===== src/rtl/alu_pkg.sv =====
// alu_pkg: shared definitions for the sequential ALU.
//   - opcode values carried in control[3:0]
//   - bit positions inside the 3-bit flags output
//   - handshake state machine encoding
package alu_pkg;

    localparam logic [3:0] OP_ADD  = 4'd0;
    localparam logic [3:0] OP_SUB  = 4'd1;
    localparam logic [3:0] OP_AND  = 4'd2;
    localparam logic [3:0] OP_OR   = 4'd3;
    localparam logic [3:0] OP_XOR  = 4'd4;
    localparam logic [3:0] OP_NOTA = 4'd5;
    localparam logic [3:0] OP_SLL  = 4'd6;
    localparam logic [3:0] OP_SRL  = 4'd7;
    localparam logic [3:0] OP_SRA  = 4'd8;
    localparam logic [3:0] OP_MUL  = 4'd9;
    localparam logic [3:0] OP_DIVU = 4'd10;
    localparam logic [3:0] OP_REMU = 4'd11;

    localparam int FLAG_Z = 0;
    localparam int FLAG_N = 1;
    localparam int FLAG_C = 2;

    typedef enum logic [1:0] {
        ST_IDLE = 2'd0,
        ST_BUSY = 2'd1,
        ST_DONE = 2'd2
    } state_t;

endpackage


===== src/rtl/seq_alu_muldiv.sv =====
// seq_alu_muldiv: iterative engine for MUL (shift-add), DIVU and REMU
// (restoring, MSB first). One iteration per cycle while step is high.
//   clk, rst_n   : clock, asynchronous active-low reset
//   start        : load operands and mode, clear the iteration counter
//   step         : perform one iteration this cycle
//   is_mul       : 1 = multiply, 0 = divide
//   want_rem     : divide mode returns remainder instead of quotient
//   a, b         : operands (dividend/divisor or multiplicand/multiplier)
//   last         : current iteration is the final one
//   result       : value the operation produces once the current iteration
//                  completes; valid as the final answer when last is high
import alu_pkg::*;

module seq_alu_muldiv #(
    parameter  int WIDTH = 32,
    localparam int CW    = $clog2(WIDTH)
) (
    input  logic             clk,
    input  logic             rst_n,
    input  logic             start,
    input  logic             step,
    input  logic             is_mul,
    input  logic             want_rem,
    input  logic [WIDTH-1:0] a,
    input  logic [WIDTH-1:0] b,
    output logic             last,
    output logic [WIDTH-1:0] result
);

    logic [CW-1:0]    count;
    logic             mode_mul;
    logic             mode_rem;
    // acc: product accumulator (MUL) or partial remainder (DIV)
    // opx: shifting multiplicand (MUL) or dividend shifting into quotient (DIV)
    // opy: shifting multiplier (MUL) or fixed divisor (DIV)
    logic [WIDTH-1:0] acc, opx, opy;
    logic [WIDTH-1:0] acc_next, opx_next, opy_next;
    logic [WIDTH:0]   r_shift, diff;
    logic             fits;

    // One iteration of the selected algorithm. The remainder path works at
    // WIDTH+1 bits so the trial subtraction's sign bit is exact. A zero
    // divisor always "fits", giving an all-ones quotient and remainder = A.
    always_comb begin
        r_shift  = {acc, opx[WIDTH-1]};
        diff     = r_shift - {1'b0, opy};
        fits     = ~diff[WIDTH];
        acc_next = acc;
        opx_next = opx;
        opy_next = opy;
        if (mode_mul) begin
            acc_next = acc + (opy[0] ? opx : '0);
            opx_next = opx << 1;
            opy_next = opy >> 1;
        end else begin
            acc_next = fits ? diff[WIDTH-1:0] : r_shift[WIDTH-1:0];
            opx_next = {opx[WIDTH-2:0], fits};
        end
    end

    assign result = (mode_mul || mode_rem) ? acc_next : opx_next;
    assign last   = (count == CW'(WIDTH - 1));

    always_ff @(posedge clk or negedge rst_n) begin
        if (!rst_n) begin
            count    <= '0;
            mode_mul <= 1'b0;
            mode_rem <= 1'b0;
            acc      <= '0;
            opx      <= '0;
            opy      <= '0;
        end else if (start) begin
            count    <= '0;
            mode_mul <= is_mul;
            mode_rem <= want_rem;
            acc      <= '0;
            opx      <= a;
            opy      <= b;
        end else if (step) begin
            count    <= count + 1'b1;
            acc      <= acc_next;
            opx      <= opx_next;
            opy      <= opy_next;
        end
    end

endmodule


===== src/rtl/seq_alu.sv =====
// seq_alu: registered ALU with valid/ready handshakes on input and output.
// Single-cycle ops finish one cycle after accept; MUL/DIVU/REMU use the
// iterative engine and finish WIDTH+1 cycles after accept.
//   clk, rst_n          : clock, asynchronous active-low reset
//   in_valid / in_ready : request handshake
//   input1, input2      : operands A and B
//   shamt               : immediate shift amount
//   control             : [4] shift amount from input2 (1) or shamt (0), [3:0] opcode
//   out_valid/out_ready : result handshake
//   out, flags          : result and {carry/borrow, negative, zero}
import alu_pkg::*;

module seq_alu #(
    parameter  int WIDTH = 32,
    localparam int SHW   = $clog2(WIDTH)
) (
    input  logic             clk,
    input  logic             rst_n,
    input  logic             in_valid,
    output logic             in_ready,
    input  logic [WIDTH-1:0] input1,
    input  logic [WIDTH-1:0] input2,
    input  logic [SHW-1:0]   shamt,
    input  logic [4:0]       control,
    output logic             out_valid,
    input  logic             out_ready,
    output logic [WIDTH-1:0] out,
    output logic [2:0]       flags
);

    state_t           state, state_next;
    logic             accept, is_multi, md_last;
    logic [3:0]       op;
    logic [SHW-1:0]   sh;
    logic [WIDTH-1:0] alu_res, md_result;
    logic             alu_carry;
    logic [WIDTH:0]   add_wide;

    function automatic logic [2:0] make_flags(input logic [WIDTH-1:0] r, input logic c);
        logic [2:0] f;
        f         = '0;
        f[FLAG_Z] = (r == '0);
        f[FLAG_N] = r[WIDTH-1];
        f[FLAG_C] = c;
        return f;
    endfunction

    assign op        = control[3:0];
    assign sh        = control[4] ? input2[SHW-1:0] : shamt;
    assign is_multi  = (op == OP_MUL) || (op == OP_DIVU) || (op == OP_REMU);
    assign in_ready  = (state == ST_IDLE) || ((state == ST_DONE) && out_ready);
    assign accept    = in_valid && in_ready;
    assign out_valid = (state == ST_DONE);
    assign add_wide  = {1'b0, input1} + {1'b0, input2};

    // Single-cycle datapath, evaluated on the live inputs and only
    // registered on an accept. Opcodes 12-15 fall through to zero.
    always_comb begin
        alu_res   = '0;
        alu_carry = 1'b0;
        case (op)
            OP_ADD:  begin alu_res = add_wide[WIDTH-1:0]; alu_carry = add_wide[WIDTH]; end
            OP_SUB:  begin alu_res = input1 - input2; alu_carry = (input1 < input2); end
            OP_AND:  alu_res = input1 & input2;
            OP_OR:   alu_res = input1 | input2;
            OP_XOR:  alu_res = input1 ^ input2;
            OP_NOTA: alu_res = ~input1;
            OP_SLL:  alu_res = input1 << sh;
            OP_SRL:  alu_res = input1 >> sh;
            OP_SRA:  alu_res = WIDTH'($signed(input1) >>> sh);
            default: ;
        endcase
    end

    seq_alu_muldiv #(.WIDTH(WIDTH)) u_muldiv (
        .clk      (clk),
        .rst_n    (rst_n),
        .start    (accept && is_multi),
        .step     (state == ST_BUSY),
        .is_mul   (op == OP_MUL),
        .want_rem (op == OP_REMU),
        .a        (input1),
        .b        (input2),
        .last     (md_last),
        .result   (md_result)
    );

    // Next state. An accept in DONE (possible only with out_ready) starts
    // the new operation without passing through IDLE.
    always_comb begin
        state_next = state;
        case (state)
            ST_IDLE: if (accept) state_next = is_multi ? ST_BUSY : ST_DONE;
            ST_BUSY: if (md_last) state_next = ST_DONE;
            ST_DONE: begin
                if (accept)         state_next = is_multi ? ST_BUSY : ST_DONE;
                else if (out_ready) state_next = ST_IDLE;
            end
            default: state_next = ST_IDLE;
        endcase
    end

    always_ff @(posedge clk or negedge rst_n) begin
        if (!rst_n) state <= ST_IDLE;
        else        state <= state_next;
    end

    // out/flags are only written on the transition into DONE, so they stay
    // stable under backpressure and while a multi-cycle op is in flight.
    always_ff @(posedge clk or negedge rst_n) begin
        if (!rst_n) begin
            out   <= '0;
            flags <= '0;
        end else if (accept && !is_multi) begin
            out   <= alu_res;
            flags <= make_flags(alu_res, alu_carry);
        end else if ((state == ST_BUSY) && md_last) begin
            out   <= md_result;
            flags <= make_flags(md_result, 1'b0);
        end
    end

endmodule


===== config.mk =====
export PLATFORM = sky130hd
export DESIGN_NAME = seq_alu
export DESIGN_NICKNAME = d
export VERILOG_FILES = /design/src/rtl/alu_pkg.sv /design/src/rtl/seq_alu_muldiv.sv /design/src/rtl/seq_alu.sv
export SDC_FILE = /design/constraint.sdc
export NUM_CORES = 1
export LEC_CHECK = 0
export CORE_ASPECT_RATIO = 0.7
export CORE_MARGIN = 2
export CORE_UTILIZATION = 28
export DETAILED_ROUTE_END_ITERATION = 10
export PLACE_DENSITY_LB_ADDON = 0.1
export SKIP_CTS_REPAIR_TIMING = 1
export SLEW_MARGIN = 20
export SYNTH_ARGS = -nofsm -noshare
export SYNTH_HDL_FRONTEND = slang
export SYNTH_SLANG_ARGS = --single-unit
export TNS_END_PERCENT = 20

===== constraint.sdc =====
create_clock -name clk -period 4.86 [get_ports clk]
set_input_delay 1.458 -clock clk [delete_from_list [all_inputs] [get_ports clk]]
set_output_delay 1.458 -clock clk [all_outputs]
set_load 0.005 [all_outputs]

==> impl_results.md <==
* Status: finished, violations left
* Failing checks: negative setup slack
* Worst path bufs/invs at 6
* Minimum clock period at a little under 5 ns
* Max Cap Viol at 0
* EDFF count, synth at 0
* Final Hold Fails at 0
* CTS Sinks at about 140
* GRT Total Usage at 0.3521
* Combinational share of power at 0.672
* PD cells at 369.6 nW/um^2
* Worst-Margin Slew at roughly 1.1 ns
* Area Overhead vs Synth at 46.38%
* Share of cells above drive strength 1 at 0.3089
* Net Sw Frac at 0.4960
* Io pins at 115
* Synth unique cells at 107
* Initial antenna violation count at 8
* Post-Place Worst Slack at -1.354 ns
* Mapped Cells at 2805
* Seq cells post-synth at 139
* PnR worst setup slack at -0.05261 ns
* CP Max Fanout at 6
* Critical path class: primary input to flop
* Pin count of the biggest net entering global routing at 93
* Initial Utilization at 0.2838
* Overall die width at 330.5 um
* Clock Skews at ~0.028 ns
* H-tree depth at 4
* CTS tree: built
* Dpl cells at 4474
* Vias at 26920
* Net Switching at 0.005607 W
* Required time worst endpoint at approximately 5.2 ns
* Post-synth ARST share at 1.000
* Critical path capture point type: flop
* Grt total ovfl at 0
* Hpwl dp at 115700 um
* Number of global-route vias before repair at 25250
* Tightest Hold Check Type: flop to flop
* RSZ-0062 raised after global routing: true
* Register area share after synthesis at 0.1665
* Maximum clock rate at 0.2036 GHz
* Clock power share at 0.136
* Syn Nets at 3049
* Max clock buf depth at 3
* CP max stage delay at 0.71 ns
* Post-DRT Antenna Nets at 0
* Drt first pass iters at 6
* I/O Buffers at 114
* Startpoint types: primary input
* Die span in y at 232.6 um
* Netlist Area Pre-Place at roughly 21000 um^2
* Worst VDD drop at 0.0002860 V
* DRT iter0 DRCs at roughly 3400
* Cts bufs inserted at 25
* Flop pwr share at 0.192
* Final Cycle Share at 1.011
* Final Power at 0.01130 W
* Routed WL per cell at 30.62 um
* Worst path cell trace: clkdlybuf4s50_1, buf_4, or4b_2, nand2_1, buf_4, nand2_2, buf_4, a21oi_1, o21ai_0, nand3_1, buf_4, nor4_4, and3_1, nand4_1, nor3_2, buf_4, nand4_1, o211ai_1
* First-pass GRT wire length at 193200 um
* LEAKAGE at 14.26 nW
* Row count at 83
* P_int at between 0.005 and 0.006 W
* Nets at between 3000 and 4000
* Final Wtd Congestion at 1.018
* CTS Root Cell: clkbuf_16
* Max Slew Vio Count at 0
* CP top delay family: simple AND/OR/NAND/NOR gates
* Most numerous cell on the critical path: buf_4
* Die ar. at 76860 um^2
* Insertion delay to the later sink of the worst-skew pair at a little over 0.5 ns
* DRC Markers at 0
* Worst Path Arrival at 5.27 ns
* Crit-path slowest cell: or4b_2
* Detailed Route WL at 139100 um
* Prevailing post-synth register cell: dfrtp_1
* Avg Cell Area, Syn at about 7.4 um^2
* Clock transition at the registers of the reported paths at ~0.05 ns
* Synth warn at 0
* Slew HR at 0.2325
* CORE AREA at roughly 74000 um^2
* Final non-filler cell total at between 4000 and 5000
* Average via count per standard cell at around 6
* Final setup fails at 2
final timing paths:
| check | end | cells past startpoint | slack [ns] | from |
|---|---|---|---|---|
| max | flags[0]$_DFFE_PN0P_ | 18 | -0.05 | control[3] |
| min | out[24]$_DFFE_PN0P_ | 2 | 0.50 | out[24]$_DFFE_PN0P_ |
| max reg2reg | flags[0]$_DFFE_PN0P_ | 17 | 0.09 | u_muldiv.opx[0]$_DFFE_PN0P_ |
| min reg2reg | out[24]$_DFFE_PN0P_ | 2 | 0.50 | out[24]$_DFFE_PN0P_ |
| max in group asynchronous | u_muldiv.acc[23]$_DFFE_PN0P_ | 2 | 2.97 | rst_n |
| min in group asynchronous | u_muldiv.count[0]$_DFFE_PN0P_ | 1 | 0.96 | rst_n |
cells in the final DEF, fill, tap and decap left out, types with 25 or more instances in the layout:
cell             count
inv_1              125
buf_4              770
clkbuf_16           25
o21ai_0            209
mux2i_1             87
nand4_1             31
buf_12              26
a211oi_1            38
mux4_2              45
o221ai_1            28
ha_1               144
a21o_1              39
nor3_1              40
nor2_1             217
a22oi_1             54
o22ai_1             42
o211ai_1            45
dlymetal6s2s_1      29
a21oi_1            226
dfrtp_1            138
nand3_1             74
and2_1              43
xnor2_1             44
nand2_1            350
o21a_1              26
clkdlybuf4s50_1     81
flip-flops by register name, indices dropped and copies added (netlist names):
| register | count |
|---|---|
| u_muldiv.opy | 32 |
| u_muldiv.mode_rem | 1 |
| u_muldiv.acc | 32 |
| u_muldiv.count | 5 |
| flags | 3 |
| u_muldiv.opx | 32 |
| u_muldiv.mode_mul | 1 |
| state | 2 |
| out | 31 |
synth_stat cells, drive strengths merged (14+ instances only):
cell,n,area share
buf,61,0.018
o211ai,45,0.016
o22ai,43,0.013
mux2,17,0.0097
nor3,45,0.012
a31oi,23,0.0069
mux4,49,0.054
a221o,15,0.0072
o21a,28,0.010
a221oi,14,0.0059
o21bai,15,0.0054
nor4,16,0.0048
nand2b,23,0.0069
or3,17,0.0051
dfrtp,139,0.17
nor2b,22,0.0066
nor2,229,0.042
inv,143,0.026
nand3,78,0.019
a211oi,46,0.017
o21ai,230,0.055
o31ai,24,0.0086
a211o,17,0.0071
xnor2,44,0.018
and2,43,0.013
clkbuf,146,0.026
ha,162,0.097
xor2,22,0.0092
nand4,31,0.0093
mux2i,100,0.050
a21o,39,0.014
o221ai,31,0.014
a21oi,236,0.057
or4,15,0.0056
nand2,355,0.064
a22oi,57,0.021
worst reg2reg max path: stages (launching register included):
cell and delay [ns]:
dfrtp_1 0.48, and2_1 0.19, ha_1 0.24, fa_1 0.45
a211oi_1 0.26, o21ai_0 0.27, buf_4 0.23, nand3_1 0.19
nand3_1 0.28, a31oi_1 0.31, o21bai_1 0.09, mux2_2 0.24
o211ai_1 0.14, or4_4 0.61, nor4_4 0.27, buf_4 0.17
nand4_1 0.09, o211ai_1 0.18
power by group through the flow:
stage	clock network, W	logic, W	registers, W
after floorplan	0	0.00377	0.00190
after global routing	0.00161	0.00808	0.00221
after CTS	0.00155	0.00706	0.00215
after detailed placement	0	0.00702	0.00216
final	0.00153	0.00759	0.00218
after global placement	0	0.00701	0.00216
stage by stage:
step	TNS [ns]	hold slack [ns]	util	cell area [um^2]
after floorplan	0	0.4628	-	20900
after global placement	-14.60	0.4640	0.3889	28640
after detailed placement	-15.17	0.4903	0.3889	28640
after CTS	-4.574	0.5023	0.3982	29320
after global routing	-0.2330	0.5238	0.4153	30580
final	-0.06668	0.4997	0.4154	30590
area by class of cell:
cell class / instances / area [um^2]
inverter: 144 / 544.3
antenna: 3 / 7.507
timing repair buffer: 931 / 7749
clock inverter: 1 / 5.005
sequential: 139 / 3480
clock buffer: 30 / 674.4
tap: 977 / 1222
fill: 7592 / 43040
multi-input combinational: 2316 / 16910
layer usage:
layer,part of all wire,GRT usage,vias up
li1,-,-,11960
met1,0.50,0.5669,13430
met2,0.37,0.4564,1400
met3,0.11,0.09676,122
met4,0.016,0.04751,0
met5,0,0,-
cell families (layout without fill, tap and decap cells):
logic type	count (synthesis)	after routing	share of synthesized area
mux	166	167	0.1135
fa+ha+maj	166	166	0.1008
other cells	0	3	0
buf+inv	351	1106	0.07000
xor+xnor	66	66	0.02766
compound gates	990	990	0.3144
flops	139	139	0.1665
simple gates	927	927	0.2072
(Power assumes the default switching activity.)
